File: config.mk
export PLATFORM = sky130hd
export DESIGN_NAME = multi_stream_prefetch_ctrl_flat
export DESIGN_NICKNAME = d
export VERILOG_FILES = /design/src/rtl/multi_stream_prefetch_ctrl_if.sv /design/src/rtl/multi_stream_prefetch_ctrl.sv /design/src/flat_wrapper.sv
export SDC_FILE = /design/constraint.sdc
export NUM_CORES = 2
export LEC_CHECK = 0
export CAP_MARGIN = 20
export CORE_UTILIZATION = 35
export DETAILED_ROUTE_END_ITERATION = 6
export REMOVE_ABC_BUFFERS = 1
export SYNTH_ARGS = -nofsm -noshare
export SYNTH_HDL_FRONTEND = slang
export SYNTH_SLANG_ARGS = --single-unit
File: constraint.sdc
create_clock -name clk -period 8.3 [get_ports clk]
set_clock_uncertainty 0.1 [all_clocks]
set_input_delay 0.83 -clock clk [delete_from_list [all_inputs] [get_ports clk]]
set_output_delay 0.83 -clock clk [all_outputs]
set_load 0.005 [all_outputs]
File: src/rtl/multi_stream_prefetch_ctrl_if.sv
// Demand-training snoop, prefetch request and prefetch-retire signals of the
// multi-stream prefetch controller.
interface multi_stream_prefetch_ctrl_if #(
  parameter int unsigned ADDR_BITS       = 64,
  parameter int unsigned STREAM_IDX_W    = 2,
  parameter int unsigned BURST_LEN_WIDTH = 8,
  parameter int unsigned TID_WIDTH       = 8
) ();
  logic                       train_valid;
  logic [ADDR_BITS-1:0]       train_addr;
  logic [BURST_LEN_WIDTH-1:0] train_len;
  logic [TID_WIDTH-1:0]       train_id;
  logic                       train_drop;
  logic                       pf_valid;
  logic                       pf_ready;
  logic [ADDR_BITS-1:0]       pf_addr;
  logic [BURST_LEN_WIDTH-1:0] pf_len;
  logic [TID_WIDTH-1:0]       pf_id;
  logic [STREAM_IDX_W-1:0]    pf_stream;
  logic                       done_valid;
  logic [STREAM_IDX_W-1:0]    done_stream;

  modport master (
    output train_valid, train_addr, train_len, train_id, pf_ready, done_valid, done_stream,
    input  train_drop, pf_valid, pf_addr, pf_len, pf_id, pf_stream
  );

  modport slave (
    input  train_valid, train_addr, train_len, train_id, pf_ready, done_valid, done_stream,
    output train_drop, pf_valid, pf_addr, pf_len, pf_id, pf_stream
  );
endinterface

File: src/rtl/multi_stream_prefetch_ctrl.sv
// Multi-stream stride prefetch controller: per-ARID stride/confidence training and
// round-robin prefetch issue among confident streams.
module multi_stream_prefetch_ctrl #(
  parameter int unsigned ADDR_BITS       = 64,
  parameter int unsigned NUM_STREAMS     = 4,
  parameter int unsigned STREAM_IDX_W    = 2,
  parameter int unsigned BURST_LEN_WIDTH = 8,
  parameter int unsigned TID_WIDTH       = 8,
  parameter int unsigned CONF_WIDTH      = 3,
  parameter int unsigned OUTST_WIDTH     = 5,
  parameter int unsigned THROTTLE_WIDTH  = 6,
  parameter int unsigned WATCHDOG_WIDTH  = 10
) (
  input  logic                          clk,
  input  logic                          resetN,
  input  logic                          en,
  input  logic                          flush,
  multi_stream_prefetch_ctrl_if.slave   bus,
  output logic [NUM_STREAMS-1:0]        stream_active,
  input  logic [ADDR_BITS-1:0]          crs_bar,
  input  logic [ADDR_BITS-1:0]          crs_limit,
  input  logic [OUTST_WIDTH-1:0]        crs_outstandingLimit,
  input  logic [CONF_WIDTH-1:0]         crs_confThreshold,
  input  logic [THROTTLE_WIDTH-1:0]     crs_throttle,
  input  logic [WATCHDOG_WIDTH-1:0]     crs_watchdogLimit
);
  typedef enum logic [1:0] {StFree, StArm, StTrain, StActive} st_e;
  typedef logic [STREAM_IDX_W-1:0] idx_t;

  localparam idx_t                      IdxOne   = idx_t'(1);
  localparam logic [OUTST_WIDTH-1:0]    OutstOne = OUTST_WIDTH'(1);
  localparam logic [CONF_WIDTH-1:0]     ConfOne  = CONF_WIDTH'(1);
  localparam logic [THROTTLE_WIDTH-1:0] ThrOne   = THROTTLE_WIDTH'(1);
  localparam logic [WATCHDOG_WIDTH-1:0] IdleOne  = WATCHDOG_WIDTH'(1);

  st_e                        st_q     [NUM_STREAMS], st_d     [NUM_STREAMS];
  logic [TID_WIDTH-1:0]       id_q     [NUM_STREAMS], id_d     [NUM_STREAMS];
  logic [BURST_LEN_WIDTH-1:0] len_q    [NUM_STREAMS], len_d    [NUM_STREAMS];
  logic [ADDR_BITS-1:0]       last_q   [NUM_STREAMS], last_d   [NUM_STREAMS];
  logic [ADDR_BITS-1:0]       stride_q [NUM_STREAMS], stride_d [NUM_STREAMS];
  logic [ADDR_BITS-1:0]       nxt_q    [NUM_STREAMS], nxt_d    [NUM_STREAMS];
  logic [CONF_WIDTH-1:0]      conf_q   [NUM_STREAMS], conf_d   [NUM_STREAMS];
  logic [OUTST_WIDTH-1:0]     outst_q  [NUM_STREAMS], outst_d  [NUM_STREAMS];
  logic [WATCHDOG_WIDTH-1:0]  idle_q   [NUM_STREAMS], idle_d   [NUM_STREAMS];

  logic                       pf_valid_q, pf_valid_d;
  logic [ADDR_BITS-1:0]       pf_addr_q, pf_addr_d;
  logic [BURST_LEN_WIDTH-1:0] pf_len_q, pf_len_d;
  logic [TID_WIDTH-1:0]       pf_id_q, pf_id_d;
  idx_t                       pf_stream_q, pf_stream_d;
  idx_t                       rr_q, rr_d, victim_q, victim_d;
  logic [THROTTLE_WIDTH-1:0]  thr_q, thr_d;
  logic                       drop_q, drop_d;

  logic hit, free_found, vic_found, iss_found, hs, reinit;
  idx_t hit_idx, free_idx, vic_idx, iss_idx, tgt;
  logic [NUM_STREAMS-1:0] elig;
  logic [ADDR_BITS-1:0]   s;
  logic [CONF_WIDTH-1:0]  conf_nx;

  always_comb begin
    hit = 1'b0;  hit_idx  = '0;
    free_found = 1'b0; free_idx = '0;
    vic_found = 1'b0;  vic_idx  = '0;
    iss_found = 1'b0;  iss_idx  = '0;
    elig = '0;
    for (int i = 0; i < NUM_STREAMS; i++) begin
      if (st_q[i] != StFree && id_q[i] == bus.train_id && !hit) begin
        hit = 1'b1;
        hit_idx = idx_t'(i);
      end
      if (st_q[i] == StFree && outst_q[i] == '0 && !free_found) begin
        free_found = 1'b1;
        free_idx = idx_t'(i);
      end
      elig[i] = (st_q[i] == StActive) && (outst_q[i] < crs_outstandingLimit) &&
                (nxt_q[i] >= crs_bar) && (nxt_q[i] <= crs_limit);
    end
    // Both searches are circular, starting at their respective pointers.
    for (int k = 0; k < NUM_STREAMS; k++) begin
      if (outst_q[victim_q + idx_t'(k)] == '0 && !vic_found) begin
        vic_found = 1'b1;
        vic_idx = victim_q + idx_t'(k);
      end
      if (elig[rr_q + idx_t'(k)] && !iss_found) begin
        iss_found = 1'b1;
        iss_idx = rr_q + idx_t'(k);
      end
    end
  end

  always_comb begin
    for (int i = 0; i < NUM_STREAMS; i++) begin
      st_d[i]     = st_q[i];
      id_d[i]     = id_q[i];
      len_d[i]    = len_q[i];
      last_d[i]   = last_q[i];
      stride_d[i] = stride_q[i];
      nxt_d[i]    = nxt_q[i];
      conf_d[i]   = conf_q[i];
      outst_d[i]  = outst_q[i];
      idle_d[i]   = idle_q[i];
    end
    pf_valid_d  = pf_valid_q;
    pf_addr_d   = pf_addr_q;
    pf_len_d    = pf_len_q;
    pf_id_d     = pf_id_q;
    pf_stream_d = pf_stream_q;
    rr_d        = rr_q;
    victim_d    = victim_q;
    thr_d       = thr_q;
    drop_d      = 1'b0;
    hs          = pf_valid_q && bus.pf_ready;
    tgt         = hit ? hit_idx : (free_found ? free_idx : vic_idx);
    reinit      = !hit || (bus.train_len != len_q[tgt]);
    s           = bus.train_addr - last_q[tgt];
    conf_nx     = (conf_q[tgt] == '1) ? conf_q[tgt] : conf_q[tgt] + ConfOne;

    // A handshake on a pending request completes even while disabled.
    if (hs) begin
      pf_valid_d = 1'b0;
      rr_d = pf_stream_q + IdxOne;
      thr_d = crs_throttle;
      nxt_d[pf_stream_q] = nxt_q[pf_stream_q] + stride_q[pf_stream_q];
    end else if (en && thr_q != '0) begin
      thr_d = thr_q - ThrOne;
    end

    if (en && !flush && !pf_valid_q && thr_q == '0 && iss_found) begin
      pf_valid_d  = 1'b1;
      pf_addr_d   = nxt_q[iss_idx];
      pf_len_d    = len_q[iss_idx];
      pf_id_d     = id_q[iss_idx];
      pf_stream_d = iss_idx;
    end

    for (int i = 0; i < NUM_STREAMS; i++) begin
      logic inc, dec;
      inc = hs && (pf_stream_q == idx_t'(i));
      dec = en && bus.done_valid && (bus.done_stream == idx_t'(i));
      if (inc && !dec) begin
        outst_d[i] = outst_q[i] + OutstOne;
      end else if (dec && !inc && outst_q[i] != '0) begin
        outst_d[i] = outst_q[i] - OutstOne;
      end
    end

    if (en && flush) begin
      for (int i = 0; i < NUM_STREAMS; i++) begin
        st_d[i]   = StFree;
        idle_d[i] = '0;
      end
    end else if (en) begin
      for (int i = 0; i < NUM_STREAMS; i++) begin
        if (st_q[i] != StFree) begin
          if (crs_watchdogLimit != '0 && idle_q[i] == crs_watchdogLimit) begin
            st_d[i]   = StFree;
            idle_d[i] = '0;
          end else if (idle_q[i] != '1) begin
            idle_d[i] = idle_q[i] + IdleOne;
          end
        end
      end
      if (bus.train_valid) begin
        if (!hit && !free_found && !vic_found) begin
          drop_d = 1'b1;
        end else if (reinit) begin
          if (!hit && !free_found) victim_d = vic_idx + IdxOne;
          st_d[tgt]     = StArm;
          id_d[tgt]     = bus.train_id;
          len_d[tgt]    = bus.train_len;
          last_d[tgt]   = bus.train_addr;
          stride_d[tgt] = '0;
          conf_d[tgt]   = '0;
          idle_d[tgt]   = '0;
        end else begin
          // A hit overrides a watchdog expiry in the same cycle.
          st_d[tgt]   = st_q[tgt];
          idle_d[tgt] = '0;
          last_d[tgt] = bus.train_addr;
          if (s == '0) begin
            st_d[tgt] = st_q[tgt];
          end else if (st_q[tgt] == StArm || s != stride_q[tgt]) begin
            st_d[tgt]     = StTrain;
            stride_d[tgt] = s;
            conf_d[tgt]   = '0;
          end else begin
            conf_d[tgt] = conf_nx;
            if (st_q[tgt] == StTrain && conf_nx >= crs_confThreshold) begin
              st_d[tgt]  = StActive;
              nxt_d[tgt] = bus.train_addr + stride_q[tgt];
            end else if (st_q[tgt] == StActive && nxt_q[tgt] == bus.train_addr) begin
              nxt_d[tgt] = bus.train_addr + stride_q[tgt];
            end
          end
        end
      end
    end
  end

  always_ff @(posedge clk or negedge resetN) begin
    if (!resetN) begin
      for (int i = 0; i < NUM_STREAMS; i++) begin
        st_q[i]     <= StFree;
        id_q[i]     <= '0;
        len_q[i]    <= '0;
        last_q[i]   <= '0;
        stride_q[i] <= '0;
        nxt_q[i]    <= '0;
        conf_q[i]   <= '0;
        outst_q[i]  <= '0;
        idle_q[i]   <= '0;
      end
      pf_valid_q  <= 1'b0;
      pf_addr_q   <= '0;
      pf_len_q    <= '0;
      pf_id_q     <= '0;
      pf_stream_q <= '0;
      rr_q        <= '0;
      victim_q    <= '0;
      thr_q       <= '0;
      drop_q      <= 1'b0;
    end else begin
      for (int i = 0; i < NUM_STREAMS; i++) begin
        st_q[i]     <= st_d[i];
        id_q[i]     <= id_d[i];
        len_q[i]    <= len_d[i];
        last_q[i]   <= last_d[i];
        stride_q[i] <= stride_d[i];
        nxt_q[i]    <= nxt_d[i];
        conf_q[i]   <= conf_d[i];
        outst_q[i]  <= outst_d[i];
        idle_q[i]   <= idle_d[i];
      end
      pf_valid_q  <= pf_valid_d;
      pf_addr_q   <= pf_addr_d;
      pf_len_q    <= pf_len_d;
      pf_id_q     <= pf_id_d;
      pf_stream_q <= pf_stream_d;
      rr_q        <= rr_d;
      victim_q    <= victim_d;
      thr_q       <= thr_d;
      drop_q      <= drop_d;
    end
  end

  always_comb begin
    for (int i = 0; i < NUM_STREAMS; i++) stream_active[i] = (st_q[i] == StActive);
  end

  assign bus.train_drop = drop_q;
  assign bus.pf_valid   = pf_valid_q;
  assign bus.pf_addr    = pf_addr_q;
  assign bus.pf_len     = pf_len_q;
  assign bus.pf_id      = pf_id_q;
  assign bus.pf_stream  = pf_stream_q;
endmodule

File: src/flat_wrapper.sv
// flat-port wrapper written by rule: the top's interface ports become plain ports
module multi_stream_prefetch_ctrl_flat 
#(
  parameter int unsigned ADDR_BITS       = 64,
  parameter int unsigned NUM_STREAMS     = 4,
  parameter int unsigned STREAM_IDX_W    = 2,
  parameter int unsigned BURST_LEN_WIDTH = 8,
  parameter int unsigned TID_WIDTH       = 8,
  parameter int unsigned CONF_WIDTH      = 3,
  parameter int unsigned OUTST_WIDTH     = 5,
  parameter int unsigned THROTTLE_WIDTH  = 6,
  parameter int unsigned WATCHDOG_WIDTH  = 10
)
  (clk, resetN, en, flush, stream_active, crs_bar, crs_limit, crs_outstandingLimit, crs_confThreshold, crs_throttle, crs_watchdogLimit, bus_train_valid, bus_train_addr, bus_train_len, bus_train_id, bus_pf_ready, bus_done_valid, bus_done_stream, bus_train_drop, bus_pf_valid, bus_pf_addr, bus_pf_len, bus_pf_id, bus_pf_stream);
  multi_stream_prefetch_ctrl_if #(.ADDR_BITS(ADDR_BITS), .STREAM_IDX_W(STREAM_IDX_W), .BURST_LEN_WIDTH(BURST_LEN_WIDTH), .TID_WIDTH(TID_WIDTH)) bus_i ();
  input  logic clk;
  input  logic resetN;
  input  logic en;
  input  logic flush;
  output logic [NUM_STREAMS-1:0] stream_active;
  input  logic [ADDR_BITS-1:0] crs_bar;
  input  logic [ADDR_BITS-1:0] crs_limit;
  input  logic [OUTST_WIDTH-1:0] crs_outstandingLimit;
  input  logic [CONF_WIDTH-1:0] crs_confThreshold;
  input  logic [THROTTLE_WIDTH-1:0] crs_throttle;
  input  logic [WATCHDOG_WIDTH-1:0] crs_watchdogLimit;
  input wire logic [$bits(bus_i.train_valid)-1:0] bus_train_valid;
  input wire logic [$bits(bus_i.train_addr)-1:0] bus_train_addr;
  input wire logic [$bits(bus_i.train_len)-1:0] bus_train_len;
  input wire logic [$bits(bus_i.train_id)-1:0] bus_train_id;
  input wire logic [$bits(bus_i.pf_ready)-1:0] bus_pf_ready;
  input wire logic [$bits(bus_i.done_valid)-1:0] bus_done_valid;
  input wire logic [$bits(bus_i.done_stream)-1:0] bus_done_stream;
  output wire logic [$bits(bus_i.train_drop)-1:0] bus_train_drop;
  output wire logic [$bits(bus_i.pf_valid)-1:0] bus_pf_valid;
  output wire logic [$bits(bus_i.pf_addr)-1:0] bus_pf_addr;
  output wire logic [$bits(bus_i.pf_len)-1:0] bus_pf_len;
  output wire logic [$bits(bus_i.pf_id)-1:0] bus_pf_id;
  output wire logic [$bits(bus_i.pf_stream)-1:0] bus_pf_stream;
  assign bus_i.train_valid = bus_train_valid;
  assign bus_i.train_addr = bus_train_addr;
  assign bus_i.train_len = bus_train_len;
  assign bus_i.train_id = bus_train_id;
  assign bus_i.pf_ready = bus_pf_ready;
  assign bus_i.done_valid = bus_done_valid;
  assign bus_i.done_stream = bus_done_stream;
  assign bus_train_drop = bus_i.train_drop;
  assign bus_pf_valid = bus_i.pf_valid;
  assign bus_pf_addr = bus_i.pf_addr;
  assign bus_pf_len = bus_i.pf_len;
  assign bus_pf_id = bus_i.pf_id;
  assign bus_pf_stream = bus_i.pf_stream;
  multi_stream_prefetch_ctrl #(.ADDR_BITS(ADDR_BITS), .NUM_STREAMS(NUM_STREAMS), .STREAM_IDX_W(STREAM_IDX_W), .BURST_LEN_WIDTH(BURST_LEN_WIDTH), .TID_WIDTH(TID_WIDTH), .CONF_WIDTH(CONF_WIDTH), .OUTST_WIDTH(OUTST_WIDTH), .THROTTLE_WIDTH(THROTTLE_WIDTH), .WATCHDOG_WIDTH(WATCHDOG_WIDTH)) u_core (.clk(clk), .resetN(resetN), .en(en), .flush(flush), .bus(bus_i), .stream_active(stream_active), .crs_bar(crs_bar), .crs_limit(crs_limit), .crs_outstandingLimit(crs_outstandingLimit), .crs_confThreshold(crs_confThreshold), .crs_throttle(crs_throttle), .crs_watchdogLimit(crs_watchdogLimit));
endmodule
==> flow_summary.yaml <==
setup_path:
  reg2reg_from: "u_core.outst_q[10]"
  worst-path-buf-inv: 10
  cpMostUsedCell: "buf_4"
  cp-startpoint: "bus_train_id[0]"
  required_ns: 8.87
  arrival_ns: 8.58
  r2r-end: "u_core.st_q[0]"
  worstSetupPathType: "input port to register"
  critPathTopFamily: "simple AND/OR/NAND/NOR gates"
  r2r_cells: 31
  reg2reg_slack_ns: 0.32
  slowest_delay_ns: 0.65
  endpoint_kind: "register"
  crit_path_top_delay_cell: "nor4_2"
  worstPathMaxFanout: 32
  crit_path_start_kind: "input port"
floorplanning:
  fp.dieH_um: 481
  start_util_pct: 35.3
  io_pins: 329
  core_area_sq_mm: 0.227
  die_area_sq_mm: 0.231
  die_w_um: 481
  rows: 175
power_and_ir_drop:
  p_leak_nw: 47.6
  ir_drop_uv: 252
  power_density_mw_per_mm2: 303
  p_total_w: 0.0294
clocking:
  tritoncts: "yes"
  clkSinkCount: 1006
  clk_path_buf_depth: 3
  clock-root-buffer: "clkbuf_16"
  cts_made_buffers: 130
  htreeDepth: 4
  clkLatencyLatePin_ns: 0.82
  clkTransAtPathRegs_ns: 0.05
synth:
  synth.distinct_cells: 98
  synth.yosys.seq_area_share_pct: 31.4
  synth_edf_count: 0
  ys_ff_latch: 1006
  yosys_warnings: 0
  synth_top_area_share_pct: 31.4
  yosys.area.top_type: "dfrtp_1"
  synthTopCellsByArea: "dfrtp_1 31%, ha_1 12%, mux2_2 7.0%"
  synth.most_common_cell: "nand2_1"
  netlist_instances: 8564
  ys_async_sr_fraction_pct: 100
  synth.cells.most_frequent: "1216 x nand2_1, 1006 x dfrtp_1, 744 x ha_1"
  synth_area_per_cell_sq_um: 9.37
  synth_area_sq_mm: 0.0802
  synth_ff_type: "dfrtp_1"
place:
  hpwlAfterDp_um: 255000
  port_buffers: 328
  gp_congestion: 1.05
  post-place-ws_ns: -0.777
  placed_area_sq_mm: 0.0925
outcome:
  status: "finished, final reports clean"
worst_hold_path:
  hold_end: "u_core.last_q[111]"
  hold_start: "u_core.last_q[111]"
  hold_path.class: "register to register"
  hold_depth: 2
drt:
  avgRoutedWirePerCell_um: 26.3
  drc: 0
  drtIter0Drc: 6762
  drt_wl_total_um: 331000
  ant_nets: 0
  via_count: 73369
  first_pass_iters: 6
  vias_per_cell: 5.83
grt:
  grt_pass1_wl_um: 481000
  antenna_found_initial: 27
  grt_remaining_overflow: 0
  grt_max_degree: 165
  grt_pass1_vias: 72064
  grt_usage_pct: 28.0
cells_and_area:
  syn_to_final_growth_pct: 21.2
  postLayoutCellArea_sq_mm: 0.0972
  drive_gt1_share_pct: 18.8
  finalNetCount: 10454
timing:
  maxClockFrequency_ghz: 0.125
  timing.slew.headroom_pct: 23.8
  maxSlewViolCount: 0
  fin_ws_ns: 0.290
  min_period_ns: 8.01
  setup_violations: 0
  fin_crit_sh_pct: 96.5
  hold-worst-slack_ns: 0.373
  worstMarginPinSlew_ns: 1.14
  hold_viol_final: 0
flow_run:
  max_cap_violations: 0
cells in the final DEF (no fill, tap or decap), types with 274 or more instances in the layout:
cell type	synthesis	final
mux2_2	499	499
buf_4	24	797
a21oi_1	561	558
o21ai_0	440	437
nor2_1	376	370
nand3_1	282	281
mux2i_1	505	505
clkdlybuf4s50_1	0	326
dfrtp_1	1006	1004
a21o_1	274	274
ha_1	744	744
nand2_1	1216	1210
how the worst max path moves through the flow:
stage / endpoint / depth (start not counted)
5_1_grt: u_core.st_q[0] / 31
3_5_place_dp: u_core.st_q[0] / 33
4_1_cts: u_core.st_q[0] / 31
6_report: u_core.stride_q[58] / 35
3_3_place_gp: u_core.st_q[0] / 33
2_1_floorplan: u_core.nxt_q[192] / 26
worst reg2reg max path: cells and delay by family, from the launching register on:
kind / cells / cell delay [ns]
buffers and inverters: 5 / 0.74
and+or+nand+nor: 14 / 3.91
AOI/OAI and AO/OA: 9 / 1.99
DFF: 1 / 0.44
xor gates and xnor gates: 1 / 0.07
adders and majority gates: 2 / 0.62
sequential cells by signal, indices dropped and copies added (netlist names), 6 cells and up:
register and cells:
u_core.bus.pf_addr 64, u_core.thr_q 6, u_core.idle_q 40, u_core.outst_q 20, u_core.id_q 32, u_core.conf_q 12, u_core.stride_q 256, u_core.nxt_q 256
u_core.bus.pf_id 8, u_core.last_q 256, u_core.bus.pf_len 8, u_core.st_q 8, u_core.len_q 32
per-layer routing:
metal / part of all wire (%) / routed length, um / track usage, % / up-vias
met5: 0.054 / 179 / 0 / -
met4: 4.9 / 16300 / 12.6 / 30
met3: 8.7 / 29000 / 5.72 / 632
met2: 43 / 143000 / 42.4 / 3230
met1: 43 / 143000 / 38.2 / 36438
li1: - / - / - / 33039
what timing repair did:
item / CTS / global route
gates resized for setup: 0 / 29
buffers inserted: 0 / 1
endpoints found under the hold margin: 1 / 0
hold buffers: 1 / 0
setup endpoints to repair: 0 / 524
layout make-up:
type	instances	area, sq um
fillers	21915	130000
multi-input cells	6891	52400
flip-flops and latches	1006	25200
repair buffers	1185	10400
well taps	3009	3760
clock buffers	175	3700
inverters	248	931
clock inverters	58	797
diodes	10	25.0
kinds of logic (layout without fill, tap and decap cells):
| family | count (synthesis) | after routing | share of synthesized area (%) |
|---|---|---|---|
| simple gates | 2644 | 2644 | 15.4 |
| fa+ha+maj | 751 | 751 | 11.8 |
| compound gates | 1755 | 1755 | 13.6 |
| other cells | 0 | 10 | 0 |
| mux | 1335 | 1335 | 19.7 |
| flops | 1006 | 1006 | 31.4 |
| buf+inv | 667 | 1666 | 3.66 |
| xor+xnor | 406 | 406 | 4.45 |
power breakdown:
group	internal (W)	total, W	leakage, nW	switching, W
combinational	0.00782	0.0173	31.7	0.00945
sequential	0.00566	0.00616	13.6	0.000495
clock	0.00351	0.00599	2.18	0.00248
total	0.0170	0.0294	47.6	0.0124
metrics by stage:
stage / instances / util, % / setup TNS (ns)
final: 12582 / 42.7 / 0
after global routing: 12577 / 42.7 / -0.0226
after CTS: 12570 / 42.7 / 0
after detailed placement: 12336 / 40.7 / -243.10
after global placement: 12330 / 40.6 / -232.12
after floorplan: 8145 / - / -4912.77
Note: power is estimated with default switching activity, not from simulation.
